==> config.mk <==
export PLATFORM = sky130hd
export DESIGN_NAME = multicycle_control_flat
export DESIGN_NICKNAME = d
export VERILOG_FILES = /design/src/rtl/multicycle_control_pkg.sv /design/src/rtl/multicycle_control_if.sv /design/src/rtl/multicycle_control_output_decode.sv /design/src/rtl/multicycle_control.sv /design/src/flat_wrapper.sv
export SDC_FILE = /design/constraint.sdc
export NUM_CORES = 1
export LEC_CHECK = 0
export ABC_AREA = 0
export CAP_MARGIN = 25
export CELL_PAD_IN_SITES_DETAIL_PLACEMENT = 1
export CELL_PAD_IN_SITES_GLOBAL_PLACEMENT = 1
export CORE_ASPECT_RATIO = 0.7
export CORE_MARGIN = 5
export CORE_UTILIZATION = 29
export CTS_CLUSTER_SIZE = 16
export DETAILED_ROUTE_END_ITERATION = 6
export MAX_ROUTING_LAYER = met4
export PLACE_DENSITY = 0.88
export RECOVER_POWER = 50
export SLEW_MARGIN = 15
export SYNTH_ARGS = -nofsm -noshare
export SYNTH_HDL_FRONTEND = slang
export SYNTH_SLANG_ARGS = --single-unit
export TNS_END_PERCENT = 10
==> constraint.sdc <==
create_clock -name clk -period 4.99 [get_ports clk]
set_clock_uncertainty 0.1 [all_clocks]
set_input_delay 1.2475 -clock clk [delete_from_list [all_inputs] [get_ports clk]]
set_output_delay 1.2475 -clock clk [all_outputs]
set_load 0.1 [all_outputs]
==> src/rtl/multicycle_control_pkg.sv <==
// Shared constants for the multicycle MIPS control path: opcodes, states, ALUOp codes, control bundle.
// Latency: n/a (declarations only).
// Backpressure: n/a.
package multicycle_control_pkg;

    // Instruction opcodes (IR[31:26])
    localparam logic [5:0] OP_R    = 6'b000000;
    localparam logic [5:0] OP_LW   = 6'b100011;
    localparam logic [5:0] OP_SW   = 6'b101011;
    localparam logic [5:0] OP_BEQ  = 6'b000100;
    localparam logic [5:0] OP_J    = 6'b000010;
    localparam logic [5:0] OP_ANDI = 6'b001100;

    // Control FSM state encodings; codes 12-15 are unused
    localparam logic [3:0] S_FETCH  = 4'd0;
    localparam logic [3:0] S_DECODE = 4'd1;
    localparam logic [3:0] S_MEMADR = 4'd2;
    localparam logic [3:0] S_MEMRD  = 4'd3;
    localparam logic [3:0] S_MEMWB  = 4'd4;
    localparam logic [3:0] S_MEMWR  = 4'd5;
    localparam logic [3:0] S_REXEC  = 4'd6;
    localparam logic [3:0] S_RWB    = 4'd7;
    localparam logic [3:0] S_BEQ    = 4'd8;
    localparam logic [3:0] S_JUMP   = 4'd9;
    localparam logic [3:0] S_IEXEC  = 4'd10;
    localparam logic [3:0] S_IWB    = 4'd11;

    // ALUOp codes presented to the ALU-control decoder
    localparam logic [2:0] ALUOP_ADD   = 3'b000;
    localparam logic [2:0] ALUOP_SUB   = 3'b001;
    localparam logic [2:0] ALUOP_RTYPE = 3'b100;
    localparam logic [2:0] ALUOP_ANDI  = 3'b110;

    // Datapath control bundle produced by the output decoder
    typedef struct packed {
        logic       pcwrite;
        logic       pcwritecond;
        logic       iord;
        logic       memread;
        logic       memwrite;
        logic       irwrite;
        logic       memtoreg;
        logic       regdst;
        logic       regwrite;
        logic       alusrca;
        logic [1:0] alusrcb;
        logic [1:0] pcsource;
        logic [2:0] aluop;
    } ctrl_t;

    // True for every opcode the FSM knows how to sequence
    function automatic logic op_is_legal(input logic [5:0] op);
        return (op == OP_R)   || (op == OP_LW) || (op == OP_SW) ||
               (op == OP_BEQ) || (op == OP_J)  || (op == OP_ANDI);
    endfunction

endpackage

==> src/rtl/multicycle_control_if.sv <==
// Bundle between the control FSM and the datapath: opcode/mem_ready in, control strobes out.
// Latency: n/a (wires only).
// Backpressure: mem_ready from memory stalls the controller in its memory states.
interface multicycle_control_if;
    import multicycle_control_pkg::*;

    logic [5:0] opcode;
    logic       mem_ready;
    logic       pcwrite;
    logic       pcwritecond;
    logic       iord;
    logic       memread;
    logic       memwrite;
    logic       irwrite;
    logic       memtoreg;
    logic       regdst;
    logic       regwrite;
    logic       alusrca;
    logic [1:0] alusrcb;
    logic [1:0] pcsource;
    logic [2:0] aluop;
    logic       illegal_op;
    logic [3:0] state;

    // Controller side
    modport master (
        input  opcode, mem_ready,
        output pcwrite, pcwritecond, iord, memread, memwrite, irwrite,
               memtoreg, regdst, regwrite, alusrca, alusrcb, pcsource,
               aluop, illegal_op, state
    );

    // Datapath / memory side
    modport slave (
        output opcode, mem_ready,
        input  pcwrite, pcwritecond, iord, memread, memwrite, irwrite,
               memtoreg, regdst, regwrite, alusrca, alusrcb, pcsource,
               aluop, illegal_op, state
    );

endinterface

==> src/rtl/multicycle_control_output_decode.sv <==
// Moore decode of FSM state into datapath controls; only FETCH strobes look at mem_ready.
// Latency: combinational, 0 cycles.
// Backpressure: without mem_ready, FETCH holds irwrite/pcwrite low so the PC/IR are not disturbed.
module mc_output_decode
    import multicycle_control_pkg::*;
#(
    parameter bit USE_MEM_READY = 1'b1
) (
    input  logic [3:0] state,
    input  logic       mem_ready,
    output ctrl_t      ctrl
);

    logic mem_ok;

    assign mem_ok = USE_MEM_READY ? mem_ready : 1'b1;

    // Per-state control pattern; anything not set here stays 0, including unused codes
    always_comb begin
        ctrl = '0;
        case (state)
            S_FETCH: begin
                ctrl.memread  = 1'b1;
                ctrl.alusrcb  = 2'b01;
                ctrl.aluop    = ALUOP_ADD;
                ctrl.irwrite  = mem_ok;
                ctrl.pcwrite  = mem_ok;
            end
            S_DECODE: begin
                ctrl.alusrcb  = 2'b11;
                ctrl.aluop    = ALUOP_ADD;
            end
            S_MEMADR: begin
                ctrl.alusrca  = 1'b1;
                ctrl.alusrcb  = 2'b10;
                ctrl.aluop    = ALUOP_ADD;
            end
            S_MEMRD: begin
                ctrl.memread  = 1'b1;
                ctrl.iord     = 1'b1;
            end
            S_MEMWB: begin
                ctrl.regwrite = 1'b1;
                ctrl.memtoreg = 1'b1;
            end
            S_MEMWR: begin
                ctrl.iord     = 1'b1;
                ctrl.memwrite = 1'b1;
            end
            S_REXEC: begin
                ctrl.alusrca  = 1'b1;
                ctrl.alusrcb  = 2'b00;
                ctrl.aluop    = ALUOP_RTYPE;
            end
            S_RWB: begin
                ctrl.regwrite = 1'b1;
                ctrl.regdst   = 1'b1;
            end
            S_BEQ: begin
                ctrl.alusrca     = 1'b1;
                ctrl.alusrcb     = 2'b00;
                ctrl.aluop       = ALUOP_SUB;
                ctrl.pcwritecond = 1'b1;
                ctrl.pcsource    = 2'b01;
            end
            S_JUMP: begin
                ctrl.pcwrite  = 1'b1;
                ctrl.pcsource = 2'b10;
            end
            S_IEXEC: begin
                ctrl.alusrca  = 1'b1;
                ctrl.alusrcb  = 2'b10;
                ctrl.aluop    = ALUOP_ANDI;
            end
            S_IWB: begin
                ctrl.regwrite = 1'b1;
            end
            default: ctrl = '0;
        endcase
    end

endmodule

==> src/rtl/multicycle_control.sv <==
// Main control FSM of the multicycle MIPS: fetch, decode, execute, memory, writeback.
// Latency: LW 5, SW/R/ANDI 4, BEQ/J 3 cycles with mem_ready high.
// Backpressure: FETCH, MEMRD and MEMWR hold one extra cycle per cycle mem_ready is low.
module multicycle_control
    import multicycle_control_pkg::*;
#(
    parameter bit USE_MEM_READY = 1'b1
) (
    input  logic                  clk,
    input  logic                  rst_n,
    multicycle_control_if.master  bus
);

    logic [3:0] state_q;
    logic [3:0] state_d;
    logic       mem_ok;
    ctrl_t      ctrl_raw;
    ctrl_t      ctrl;

    assign mem_ok = USE_MEM_READY ? bus.mem_ready : 1'b1;

    // State register; reset aborts any instruction in flight, no pending write is replayed
    always_ff @(posedge clk) begin
        if (!rst_n) begin
            state_q <= S_FETCH;
        end else begin
            state_q <= state_d;
        end
    end

    // Transition logic; opcode is stable from DECODE on because IR is only loaded in FETCH
    always_comb begin
        state_d = S_FETCH;
        case (state_q)
            S_FETCH:  state_d = mem_ok ? S_DECODE : S_FETCH;
            S_DECODE: begin
                case (bus.opcode)
                    OP_LW, OP_SW: state_d = S_MEMADR;
                    OP_R:         state_d = S_REXEC;
                    OP_BEQ:       state_d = S_BEQ;
                    OP_J:         state_d = S_JUMP;
                    OP_ANDI:      state_d = S_IEXEC;
                    default:      state_d = S_FETCH;  // PC already advanced: acts as a NOP
                endcase
            end
            S_MEMADR: state_d = (bus.opcode == OP_SW) ? S_MEMWR : S_MEMRD;
            S_MEMRD:  state_d = mem_ok ? S_MEMWB : S_MEMRD;
            S_MEMWB:  state_d = S_FETCH;
            S_MEMWR:  state_d = mem_ok ? S_FETCH : S_MEMWR;
            S_REXEC:  state_d = S_RWB;
            S_RWB:    state_d = S_FETCH;
            S_BEQ:    state_d = S_FETCH;
            S_JUMP:   state_d = S_FETCH;
            S_IEXEC:  state_d = S_IWB;
            S_IWB:    state_d = S_FETCH;
            default:  state_d = S_FETCH;
        endcase
    end

    mc_output_decode #(
        .USE_MEM_READY (USE_MEM_READY)
    ) u_output_decode (
        .state     (state_q),
        .mem_ready (bus.mem_ready),
        .ctrl      (ctrl_raw)
    );

    // All outputs, state included, read 0 while reset is held
    assign ctrl = rst_n ? ctrl_raw : '0;

    assign bus.pcwrite     = ctrl.pcwrite;
    assign bus.pcwritecond = ctrl.pcwritecond;
    assign bus.iord        = ctrl.iord;
    assign bus.memread     = ctrl.memread;
    assign bus.memwrite    = ctrl.memwrite;
    assign bus.irwrite     = ctrl.irwrite;
    assign bus.memtoreg    = ctrl.memtoreg;
    assign bus.regdst      = ctrl.regdst;
    assign bus.regwrite    = ctrl.regwrite;
    assign bus.alusrca     = ctrl.alusrca;
    assign bus.alusrcb     = ctrl.alusrcb;
    assign bus.pcsource    = ctrl.pcsource;
    assign bus.aluop       = ctrl.aluop;
    assign bus.state       = rst_n ? state_q : 4'd0;
    assign bus.illegal_op  = rst_n && (state_q == S_DECODE) && !op_is_legal(bus.opcode);

endmodule
==> src/flat_wrapper.sv <==
// flat-port wrapper written by rule: the top's interface ports become plain ports
module multicycle_control_flat import multicycle_control_pkg::*;
#(
    parameter bit USE_MEM_READY = 1'b1
)
  (clk, rst_n, bus_opcode, bus_mem_ready, bus_pcwrite, bus_pcwritecond, bus_iord, bus_memread, bus_memwrite, bus_irwrite, bus_memtoreg, bus_regdst, bus_regwrite, bus_alusrca, bus_alusrcb, bus_pcsource, bus_aluop, bus_illegal_op, bus_state);
  multicycle_control_if bus_i ();
  input  logic clk;
  input  logic rst_n;
  input wire logic [$bits(bus_i.opcode)-1:0] bus_opcode;
  input wire logic [$bits(bus_i.mem_ready)-1:0] bus_mem_ready;
  output wire logic [$bits(bus_i.pcwrite)-1:0] bus_pcwrite;
  output wire logic [$bits(bus_i.pcwritecond)-1:0] bus_pcwritecond;
  output wire logic [$bits(bus_i.iord)-1:0] bus_iord;
  output wire logic [$bits(bus_i.memread)-1:0] bus_memread;
  output wire logic [$bits(bus_i.memwrite)-1:0] bus_memwrite;
  output wire logic [$bits(bus_i.irwrite)-1:0] bus_irwrite;
  output wire logic [$bits(bus_i.memtoreg)-1:0] bus_memtoreg;
  output wire logic [$bits(bus_i.regdst)-1:0] bus_regdst;
  output wire logic [$bits(bus_i.regwrite)-1:0] bus_regwrite;
  output wire logic [$bits(bus_i.alusrca)-1:0] bus_alusrca;
  output wire logic [$bits(bus_i.alusrcb)-1:0] bus_alusrcb;
  output wire logic [$bits(bus_i.pcsource)-1:0] bus_pcsource;
  output wire logic [$bits(bus_i.aluop)-1:0] bus_aluop;
  output wire logic [$bits(bus_i.illegal_op)-1:0] bus_illegal_op;
  output wire logic [$bits(bus_i.state)-1:0] bus_state;
  assign bus_i.opcode = bus_opcode;
  assign bus_i.mem_ready = bus_mem_ready;
  assign bus_pcwrite = bus_i.pcwrite;
  assign bus_pcwritecond = bus_i.pcwritecond;
  assign bus_iord = bus_i.iord;
  assign bus_memread = bus_i.memread;
  assign bus_memwrite = bus_i.memwrite;
  assign bus_irwrite = bus_i.irwrite;
  assign bus_memtoreg = bus_i.memtoreg;
  assign bus_regdst = bus_i.regdst;
  assign bus_regwrite = bus_i.regwrite;
  assign bus_alusrca = bus_i.alusrca;
  assign bus_alusrcb = bus_i.alusrcb;
  assign bus_pcsource = bus_i.pcsource;
  assign bus_aluop = bus_i.aluop;
  assign bus_illegal_op = bus_i.illegal_op;
  assign bus_state = bus_i.state;
  multicycle_control #(.USE_MEM_READY(USE_MEM_READY)) u_core (.clk(clk), .rst_n(rst_n), .bus(bus_i));
endmodule
==> impl_metrics.prom, run 1 <==
# TYPE chip_impl_metric gauge
chip_impl_metric{name="floorplan.initialDensity",unit="%"} 29.99
chip_impl_metric{name="drt_first_pass_iters",unit=""} 4
chip_impl_metric{name="synth.distinct_cells",unit=""} 41
chip_impl_metric{name="via_count",unit=""} 780
chip_impl_info{name="yosys-top-cells-count",value="sky130_fd_sc_hd__nor2_1 (11), sky130_fd_sc_hd__buf_2 (7), sky130_fd_sc_hd__a21oi_1 (5), sky130_fd_sc_hd__nor2b_1 (5)"} 1
chip_impl_metric{name="post_synth_and_or_nand_nor_area_fraction",unit="%"} 48.03
chip_impl_metric{name="timing_worst_slew_pin_value",unit="ns"} 1.186
chip_impl_metric{name="post-cts-setup-buffers",unit=""} 0
chip_impl_info{name="crit_path_top_delay_cell",value="sky130_fd_sc_hd__clkbuf_1"} 1
chip_impl_metric{name="met3WireLength",unit="µm"} 91
chip_impl_metric{name="yosys.area.top_type_share",unit="%"} 12.60
chip_impl_metric{name="number_of_clock_sinks",unit=""} 4
chip_impl_metric{name="synth-edff-count",unit=""} 0
chip_impl_info{name="synth_top_area_cell",value="sky130_fd_sc_hd__dfxtp_1"} 1
chip_impl_metric{name="critical_path.n_buffers_inverters",unit=""} 3
chip_impl_metric{name="worst_r2r_path_cells",unit=""} 4
chip_impl_metric{name="hold_viol_final",unit=""} 0
chip_impl_metric{name="clkSlewWorstSetupHoldPaths",unit="ns"} 0.04
chip_impl_metric{name="floorplan.io_pins",unit=""} 31
chip_impl_metric{name="wl_met2",unit="µm"} 1132
chip_impl_metric{name="diodes_inserted",unit=""} 0
chip_impl_info{name="hold_path_class",value="reg2reg"} 1
chip_impl_metric{name="setup_ws",unit="ns"} 0.4917
chip_impl_metric{name="worstSkewPairLatency",unit="ns"} 0.24
chip_impl_metric{name="chipWidth",unit="µm"} 65.96
chip_impl_info{name="synth_top_family_by_area",value="simple AND/OR/NAND/NOR gates"} 1
chip_impl_metric{name="synth.ff_latch_count",unit=""} 4
chip_impl_metric{name="numPortBuffers",unit=""} 30
chip_impl_metric{name="tritoncts.num_buffers",unit=""} 3
chip_impl_metric{name="static-leakage-power",unit="nW"} 0.3613
chip_impl_metric{name="post_synth_inst_count",unit=""} 91
chip_impl_metric{name="power.ir.vdd_worst",unit="µV"} 33.63
chip_impl_info{name="critPathKind",value="in2out"} 1
chip_impl_metric{name="clockBufferDepth",unit=""} 2
chip_impl_metric{name="core_util_final",unit="%"} 41.85
chip_impl_metric{name="routed_wire_length_per_instance",unit="µm"} 15.47
chip_impl_metric{name="reg2reg_setup_slack",unit="ns"} 3.10
chip_impl_metric{name="cts_resized",unit=""} 0
chip_impl_metric{name="clock_tree.htree_level_count",unit=""} 1
chip_impl_metric{name="detail_placement_hpwl",unit="µm"} 1731
chip_impl_metric{name="cts_hold_buffers",unit=""} 0
chip_impl_metric{name="final-max-slew-violation-count",unit=""} 0
chip_impl_metric{name="final_nets",unit=""} 125
chip_impl_metric{name="wirelength_met1",unit="µm"} 1016
chip_impl_metric{name="synth.area.mux_share",unit="%"} 1.575
chip_impl_metric{name="fin_cells",unit=""} 146
chip_impl_metric{name="dp_slack",unit="ns"} 0.7842
chip_impl_info{name="top_regs",value="u_core.state_q: 4 flops"} 1
chip_impl_info{name="worst_r2r_endpoint",value="u_core.state_q[1]"} 1
chip_impl_info{name="rsz_0062_raised_after_global_routing",value="no"} 1
chip_impl_info{name="timing.critical_path.max_delay_family",value="buffers and inverters"} 1
chip_impl_metric{name="viasPerCell",unit=""} 5.342
chip_impl_metric{name="detail-route-antenna-nets",unit=""} 0
chip_impl_metric{name="finalSetupViolations",unit=""} 0
chip_impl_metric{name="slew-limit-headroom",unit="%"} 21.25
chip_impl_metric{name="vias_in_the_first_global_route",unit=""} 785
chip_impl_metric{name="drt-initial-drc-count",unit=""} 57
chip_impl_info{name="yosys.cell_count.top_type",value="sky130_fd_sc_hd__nor2_1"} 1
chip_impl_metric{name="async_reset_ff_share",unit="%"} 0
chip_impl_metric{name="grt_start_max_net_pins",unit=""} 23
chip_impl_metric{name="fmax",unit="GHz"} 0.2223
chip_impl_info{name="synthFlopType",value="sky130_fd_sc_hd__dfxtp_1"} 1
chip_impl_metric{name="antenna_violations_before_repair",unit=""} 0
chip_impl_metric{name="worst_path_largest_cell_delay",unit="ns"} 0.87
chip_impl_metric{name="layout-area-overhead-vs-synth",unit="%"} 39.57
chip_impl_metric{name="placed_cells",unit=""} 143
chip_impl_metric{name="grt_pass1_wl",unit="µm"} 3850
chip_impl_metric{name="synth.cell_area",unit="µm²"} 635.6
chip_impl_metric{name="timing.final.crit_period",unit="ns"} 4.498
chip_impl_metric{name="worst_ep_arrival_time",unit="ns"} 3.15
chip_impl_metric{name="largest_register_ffs",unit=""} 4
chip_impl_info{name="outcome",value="finished clean"} 1
chip_impl_info{name="critPathCaptureType",value="primary output"} 1
chip_impl_metric{name="sequential_area_share_after_synthesis",unit="%"} 12.60
chip_impl_metric{name="synthAdderAreaFrac",unit="%"} 0
chip_impl_info{name="tritoncts",value="yes"} 1
chip_impl_metric{name="num_rows",unit=""} 14
chip_impl_metric{name="timing.max_cap.violations",unit=""} 0
chip_impl_info{name="largest_register",value="u_core.state_q"} 1
chip_impl_info{name="clock_tree.root_cell",value="sky130_fd_sc_hd__clkbuf_4"} 1
chip_impl_metric{name="coreArea",unit="µm²"} 2120
chip_impl_metric{name="finalSetupTns",unit="ns"} 0
chip_impl_info{name="highest_routing_layer_actually_used",value="met4"} 1
chip_impl_metric{name="drive_above_1_share",unit="%"} 23.68
chip_impl_metric{name="die_h",unit="µm"} 49.17
chip_impl_info{name="timing.critical_path.cells",value="dlygate4sd3_1 > nand2_1 > inv_1 > clkbuf_1"} 1
chip_impl_info{name="critical_path.endpoint",value="bus_state[0]"} 1
chip_impl_metric{name="yosysWarningCount",unit=""} 0
chip_impl_metric{name="post_synth_xor_area_fraction",unit="%"} 2.756
chip_impl_info{name="synthTopCellsByArea",value="sky130_fd_sc_hd__dfxtp_1 (13%), sky130_fd_sc_hd__nor2_1 (6.5%), sky130_fd_sc_hd__buf_2 (5.5%)"} 1
chip_impl_metric{name="required",unit="ns"} 3.64
chip_impl_metric{name="gp_congestion",unit=""} 0.7609
chip_impl_metric{name="synthesis.area_per_instance",unit="µm²"} 6.985
chip_impl_info{name="cp_launch_point",value="rst_n"} 1
chip_impl_metric{name="critical_path.max_fanout",unit=""} 10
chip_impl_metric{name="die_area",unit="µm²"} 3243
chip_impl_metric{name="power_density",unit="nW/µm²"} 154.2
chip_impl_info{name="cp-start-kind",value="primary input"} 1
chip_impl_metric{name="globalRouteTotalUtil",unit="%"} 15.37
chip_impl_metric{name="cp_num_cells",unit=""} 4
chip_impl_metric{name="post_synthesis_compound_gate_area_fraction",unit="%"} 25.39
chip_impl_metric{name="finalWirelength",unit="µm"} 2259
chip_impl_info{name="crit-reg2reg-launch",value="u_core.state_q[1]"} 1
chip_impl_metric{name="drc",unit=""} 0
chip_impl_metric{name="synth.net_count",unit=""} 100
chip_impl_metric{name="share_of_the_clock_period_used_by_the_worst_path_after_layout",unit="%"} 90.15
chip_impl_metric{name="grt_residual_overflow",unit=""} 0
where the power goes:
| group | total [mW] | internal [mW] | switching (mW) |
|---|---|---|---|
| logic | 0.0587 | 0.0174 | 0.0413 |
| registers | 0.0365 | 0.0329 | 0.00365 |
| clock network | 0.0416 | 0.0270 | 0.0146 |
how the worst min path moves through the flow:
stage	from	to	cells after the start
after floorplan	u_core.state_q[2]	u_core.state_q[1]	3
after global placement	u_core.state_q[3]	u_core.state_q[2]	1
after detailed placement	u_core.state_q[3]	u_core.state_q[2]	1
after CTS	u_core.state_q[3]	u_core.state_q[2]	1
after global routing	u_core.state_q[3]	u_core.state_q[2]	1
final	u_core.state_q[3]	u_core.state_q[2]	1
per-stage QoR:
stage / area (µm²) / hold slack [ns] / power [mW]
final: 887.1 / 0.7521 / 0.1368
after global routing: 887.1 / 0.8488 / 0.1433
after CTS: 912.1 / 0.7530 / 0.1391
after detailed placement: 889.6 / 0.7474 / 0.09690
after global placement: 889.6 / 0.7294 / 0.09545
after floorplan: 654.4 / 0.4762 / 0.07833
layout make-up:
class | count | area (µm²)
Fill cell | 284 | 1232
Multi-Input combinational cell | 74 | 513.0
Tap cell | 32 | 40.04
Clock buffer | 3 | 22.52
Inverter | 3 | 11.26
Sequential cell | 4 | 80.08
Timing Repair Buffer | 30 | 220.2
cells by family after synthesis:
group	count (synthesis)
DFF	4
AOI/OAI and AO/OA	20
buffers and inverters	13
muxes	1
and+or+nand+nor	51
xor gates and xnor gates	2
layer usage:
metal  global-route usage, %  vias to the layer above
met3                   4.147                        5
met2                   23.63                       16
met5                       -                        -
met1                   19.97                      375
met4                   3.716                        0
li1                        -                      384
cells in the final DEF, fill, tap and decap left out, drive strengths merged, types with 5 or more instances in the layout:
cell type  Yosys  final
a21oi          5      5
and3           5      5
buf            8     15
clkbuf         2     10
nor2          11     11
nor2b          5      5
No activity file was read; power rests on OpenSTA's default activity.
==> inputs of run 2 (changes only) <==
--- a/config.mk
+++ b/config.mk
@@ -6,7 +6,6 @@
 export NUM_CORES = 1
 export LEC_CHECK = 0
 export ABC_AREA = 0
-export CAP_MARGIN = 25
 export CELL_PAD_IN_SITES_DETAIL_PLACEMENT = 1
 export CELL_PAD_IN_SITES_GLOBAL_PLACEMENT = 1
 export CORE_ASPECT_RATIO = 0.7
==> results of run 2 <==
No change in the layout: final DEF, timing and power equal those of run 1.
==> inputs of run 3 (changes only) <==
--- a/config.mk
+++ b/config.mk
@@ -10,7 +10,7 @@
 export CELL_PAD_IN_SITES_GLOBAL_PLACEMENT = 1
 export CORE_ASPECT_RATIO = 0.7
 export CORE_MARGIN = 5
-export CORE_UTILIZATION = 29
+export CORE_UTILIZATION = 31
 export CTS_CLUSTER_SIZE = 16
 export DETAILED_ROUTE_END_ITERATION = 6
 export MAX_ROUTING_LAYER = met4
@@ -19,5 +19,6 @@
 export SLEW_MARGIN = 15
 export SYNTH_ARGS = -nofsm -noshare
 export SYNTH_HDL_FRONTEND = slang
+export SYNTH_HIERARCHICAL = 1
 export SYNTH_SLANG_ARGS = --single-unit
 export TNS_END_PERCENT = 10
==> impl_metrics.prom, run 3 <==
# TYPE chip_impl_metric gauge
chip_impl_metric{name="vias_in_the_first_global_route",unit=""} 853
chip_impl_metric{name="synth.net_count",unit=""} 117
chip_impl_metric{name="required",unit="ns"} 3.64
chip_impl_metric{name="largest_register_ffs",unit=""} 4
chip_impl_metric{name="cts_hold_buffers",unit=""} 0
chip_impl_metric{name="finalSetupTns",unit="ns"} 0
chip_impl_metric{name="timing.max_cap.violations",unit=""} 0
chip_impl_metric{name="numPortBuffers",unit=""} 30
chip_impl_metric{name="setup_ws",unit="ns"} 0.6852
chip_impl_metric{name="multi_input_comb_area",unit="µm²"} 613.1
chip_impl_info{name="layout.cells.most_common",value="sky130_fd_sc_hd__and2_1"} 1
chip_impl_metric{name="critical_path.max_fanout",unit=""} 7
chip_impl_metric{name="post-cts-setup-buffers",unit=""} 0
chip_impl_info{name="critPathCaptureType",value="primary output"} 1
chip_impl_metric{name="clkSlewWorstSetupHoldPaths",unit="ns"} 0.03
chip_impl_metric{name="worst_ep_arrival_time",unit="ns"} 2.96
chip_impl_metric{name="sequential_area_share_after_synthesis",unit="%"} 10.54
chip_impl_info{name="crit-reg2reg-launch",value="u_core/state_q[2]"} 1
chip_impl_info{name="timing.critical_path.cells",value="dlygate4sd3_1 > and2b_2 > o21ai_1 > nand3_1 > a21oi_1 > buf_4"} 1
chip_impl_metric{name="viasPerCell",unit=""} 5.120
chip_impl_info{name="clock_tree.root_cell",value="sky130_fd_sc_hd__clkbuf_4"} 1
chip_impl_metric{name="synthesis.area_per_instance",unit="µm²"} 7.032
chip_impl_metric{name="cts_resized",unit=""} 0
chip_impl_metric{name="final-max-slew-violation-count",unit=""} 0
chip_impl_metric{name="yosysWarningCount",unit=""} 6
chip_impl_metric{name="coreArea",unit="µm²"} 2402
chip_impl_metric{name="number_of_clock_sinks",unit=""} 4
chip_impl_metric{name="worstSkewPairLatency",unit="ns"} 0.23
chip_impl_metric{name="post_synth_inst_count",unit=""} 108
chip_impl_metric{name="floorplan.io_pins",unit=""} 31
chip_impl_info{name="layout.cells.most_common_list",value="sky130_fd_sc_hd__and2_1 (21), sky130_fd_sc_hd__buf_4 (20), sky130_fd_sc_hd__nor2_1 (11)"} 1
chip_impl_metric{name="drc",unit=""} 0
chip_impl_metric{name="fmax",unit="GHz"} 0.2323
chip_impl_metric{name="drive_above_1_share",unit="%"} 24.24
chip_impl_metric{name="layout-area-overhead-vs-synth",unit="%"} 33.44
chip_impl_info{name="cp-start-kind",value="primary input"} 1
chip_impl_info{name="rsz_0062_raised_after_global_routing",value="no"} 1
chip_impl_metric{name="synth.ff_latch_count",unit=""} 4
chip_impl_metric{name="static-leakage-power",unit="nW"} 0.3977
chip_impl_info{name="worst_r2r_endpoint",value="u_core/state_q[3]"} 1
chip_impl_metric{name="finish.instance_area",unit="µm²"} 1013
chip_impl_metric{name="detail_placement_hpwl",unit="µm"} 1822
chip_impl_metric{name="synth.cell_area",unit="µm²"} 759.5
chip_impl_metric{name="async_reset_ff_share",unit="%"} 0
chip_impl_metric{name="grt_pass1_wl",unit="µm"} 3877
chip_impl_metric{name="share_of_the_clock_period_used_by_the_worst_path_after_layout",unit="%"} 86.27
chip_impl_metric{name="hold_depth",unit=""} 3
chip_impl_metric{name="antenna_violations_before_repair",unit=""} 0
chip_impl_metric{name="placed_cell_area",unit="µm²"} 993.5
chip_impl_metric{name="synth.distinct_cells",unit=""} 39
chip_impl_metric{name="final_nets",unit=""} 143
chip_impl_metric{name="finalWirelength",unit="µm"} 2364
chip_impl_metric{name="gp_congestion",unit=""} 0.8764
chip_impl_metric{name="timing.final.crit_period",unit="ns"} 4.305
chip_impl_metric{name="worst_path_largest_cell_delay",unit="ns"} 0.65
chip_impl_info{name="yosys-top-cells-count",value="sky130_fd_sc_hd__and2_1 (21), sky130_fd_sc_hd__nor2_1 (11), sky130_fd_sc_hd__nand2_1 (7)"} 1
chip_impl_info{name="crit_path_top_delay_cell",value="sky130_fd_sc_hd__dlygate4sd3_1"} 1
chip_impl_info{name="synth_top_area_cell",value="sky130_fd_sc_hd__and2_1"} 1
chip_impl_metric{name="timing_worst_slew_pin_value",unit="ns"} 0.9340
chip_impl_metric{name="chipWidth",unit="µm"} 69.16
chip_impl_info{name="largest_register",value="u_core/state_q"} 1
chip_impl_metric{name="clock_tree.htree_level_count",unit=""} 1
chip_impl_metric{name="yosys.area.top_type_share",unit="%"} 17.30
chip_impl_metric{name="power.ir.vdd_worst",unit="µV"} 103.6
chip_impl_metric{name="globalRouteTotalUtil",unit="%"} 13.30
chip_impl_info{name="synthFlopType",value="sky130_fd_sc_hd__dfxtp_1"} 1
chip_impl_metric{name="tritoncts.num_buffers",unit=""} 3
chip_impl_info{name="hold_path_class",value="reg2reg"} 1
chip_impl_metric{name="drt_first_pass_iters",unit=""} 4
chip_impl_metric{name="synth-edff-count",unit=""} 0
chip_impl_metric{name="via_count",unit=""} 850
chip_impl_metric{name="clockBufferDepth",unit=""} 2
chip_impl_info{name="yosys.cell_count.top_type",value="sky130_fd_sc_hd__and2_1"} 1
chip_impl_info{name="top_regs",value="u_core/state_q: 4 flops"} 1
chip_impl_metric{name="diodes_inserted",unit=""} 0
chip_impl_metric{name="hold_viol_final",unit=""} 0
chip_impl_metric{name="die_area",unit="µm²"} 3556
chip_impl_metric{name="detail-route-antenna-nets",unit=""} 0
chip_impl_metric{name="fillers",unit=""} 330
chip_impl_metric{name="routed_wire_length_per_instance",unit="µm"} 14.24
chip_impl_metric{name="final-seq-area",unit="µm²"} 80.08
chip_impl_info{name="critical_path.endpoint",value="bus_illegal_op"} 1
chip_impl_metric{name="grt_start_max_net_pins",unit=""} 24
chip_impl_metric{name="die_h",unit="µm"} 51.41
chip_impl_metric{name="floorplan.initialDensity",unit="%"} 31.61
chip_impl_metric{name="worst_r2r_path_cells",unit=""} 3
chip_impl_info{name="critPathKind",value="in2out"} 1
chip_impl_info{name="outcome",value="finished clean"} 1
chip_impl_metric{name="grt_residual_overflow",unit=""} 0
chip_impl_metric{name="reg2reg_setup_slack",unit="ns"} 3.25
chip_impl_info{name="synthTopCellsByArea",value="sky130_fd_sc_hd__and2_1 (17%), sky130_fd_sc_hd__dfxtp_1 (11%), sky130_fd_sc_hd__nor2_1 (5.4%)"} 1
chip_impl_metric{name="slew-limit-headroom",unit="%"} 37.65
chip_impl_info{name="cp_launch_point",value="bus_opcode[2]"} 1
chip_impl_metric{name="drt-initial-drc-count",unit=""} 20
chip_impl_metric{name="dp_slack",unit="ns"} 0.7900
chip_impl_metric{name="finalSetupViolations",unit=""} 0
chip_impl_info{name="tritoncts",value="yes"} 1
chip_impl_metric{name="power_density",unit="nW/µm²"} 134.6
chip_impl_metric{name="num_rows",unit=""} 15
## run 3: cell count changes after synthesis, sizes merged, moves of 3 or more
cell,previous run,this run
nor2b,5,1
a31oi,0,3
and3,5,0
and2,2,21
nand2,4,7
inv,3,0
## run 3: how the worst min path moves through the flow
stage | start | endpoint | slack (ns)
3_5_place_dp | u_core/state_q[0] | u_core/state_q[0] | 0.77
2_1_floorplan | u_core/state_q[2] | u_core/state_q[1] | 0.48
4_1_cts | u_core/state_q[0] | u_core/state_q[0] | 0.78
3_3_place_gp | u_core/state_q[0] | u_core/state_q[0] | 0.76
5_1_grt | u_core/state_q[0] | u_core/state_q[2] | 0.86
6_report | u_core/state_q[0] | u_core/state_q[0] | 0.77
## run 3: kinds of logic after synthesis
group                     synth area share (%)
AOI/OAI and AO/OA                        15.98
DFF                                      10.54
xor gates and xnor gates                 4.614
buffers and inverters                    8.731
and+or+nand+nor                          60.13
## run 3: critical path, delay by kind of cell
family | cells | cell delay, ns
and+or+nand+nor | 2 | 0.34
AOI/OAI and AO/OA | 2 | 0.40
buffers and inverters | 2 | 0.97
## run 3: final cells by class
type | count | share of cell area [%]
Sequential cell | 4 | 7.901
Multi-Input combinational cell | 95 | 60.49
Timing Repair Buffer | 30 | 25.19
Tap cell | 34 | 4.198
Clock buffer | 3 | 2.222
## run 3: metrics by stage
stage          instances  power (mW)  util (%)  hold WS [ns]
3_3_place_gp         163     0.09711     41.35        0.7617
3_5_place_dp         163     0.09839     41.35        0.7721
6_report             166      0.1365     42.19        0.7696
5_1_grt              166      0.1446     42.19        0.8644
4_1_cts              166      0.1398     42.29        0.7798
2_1_floorplan        108     0.07985         -        0.4782
## run 3: report_power, final
part           internal [mW]  switching [mW]  leakage, nW
Combinational         0.0205          0.0414        0.351
Sequential            0.0329         0.00289       0.0325
Clock                 0.0268          0.0120       0.0138
## run 3: per-layer routing
| layer | global-route usage, % | routed length (µm) | vias up |
|---|---|---|---|
| met5 | - | 0 | - |
| met4 | 2.922 | 0 | 0 |
| met3 | 1.179 | 69 | 0 |
| met2 | 23.10 | 1201 | 14 |
| met1 | 16.98 | 1093 | 414 |
| li1 | - | - | 422 |
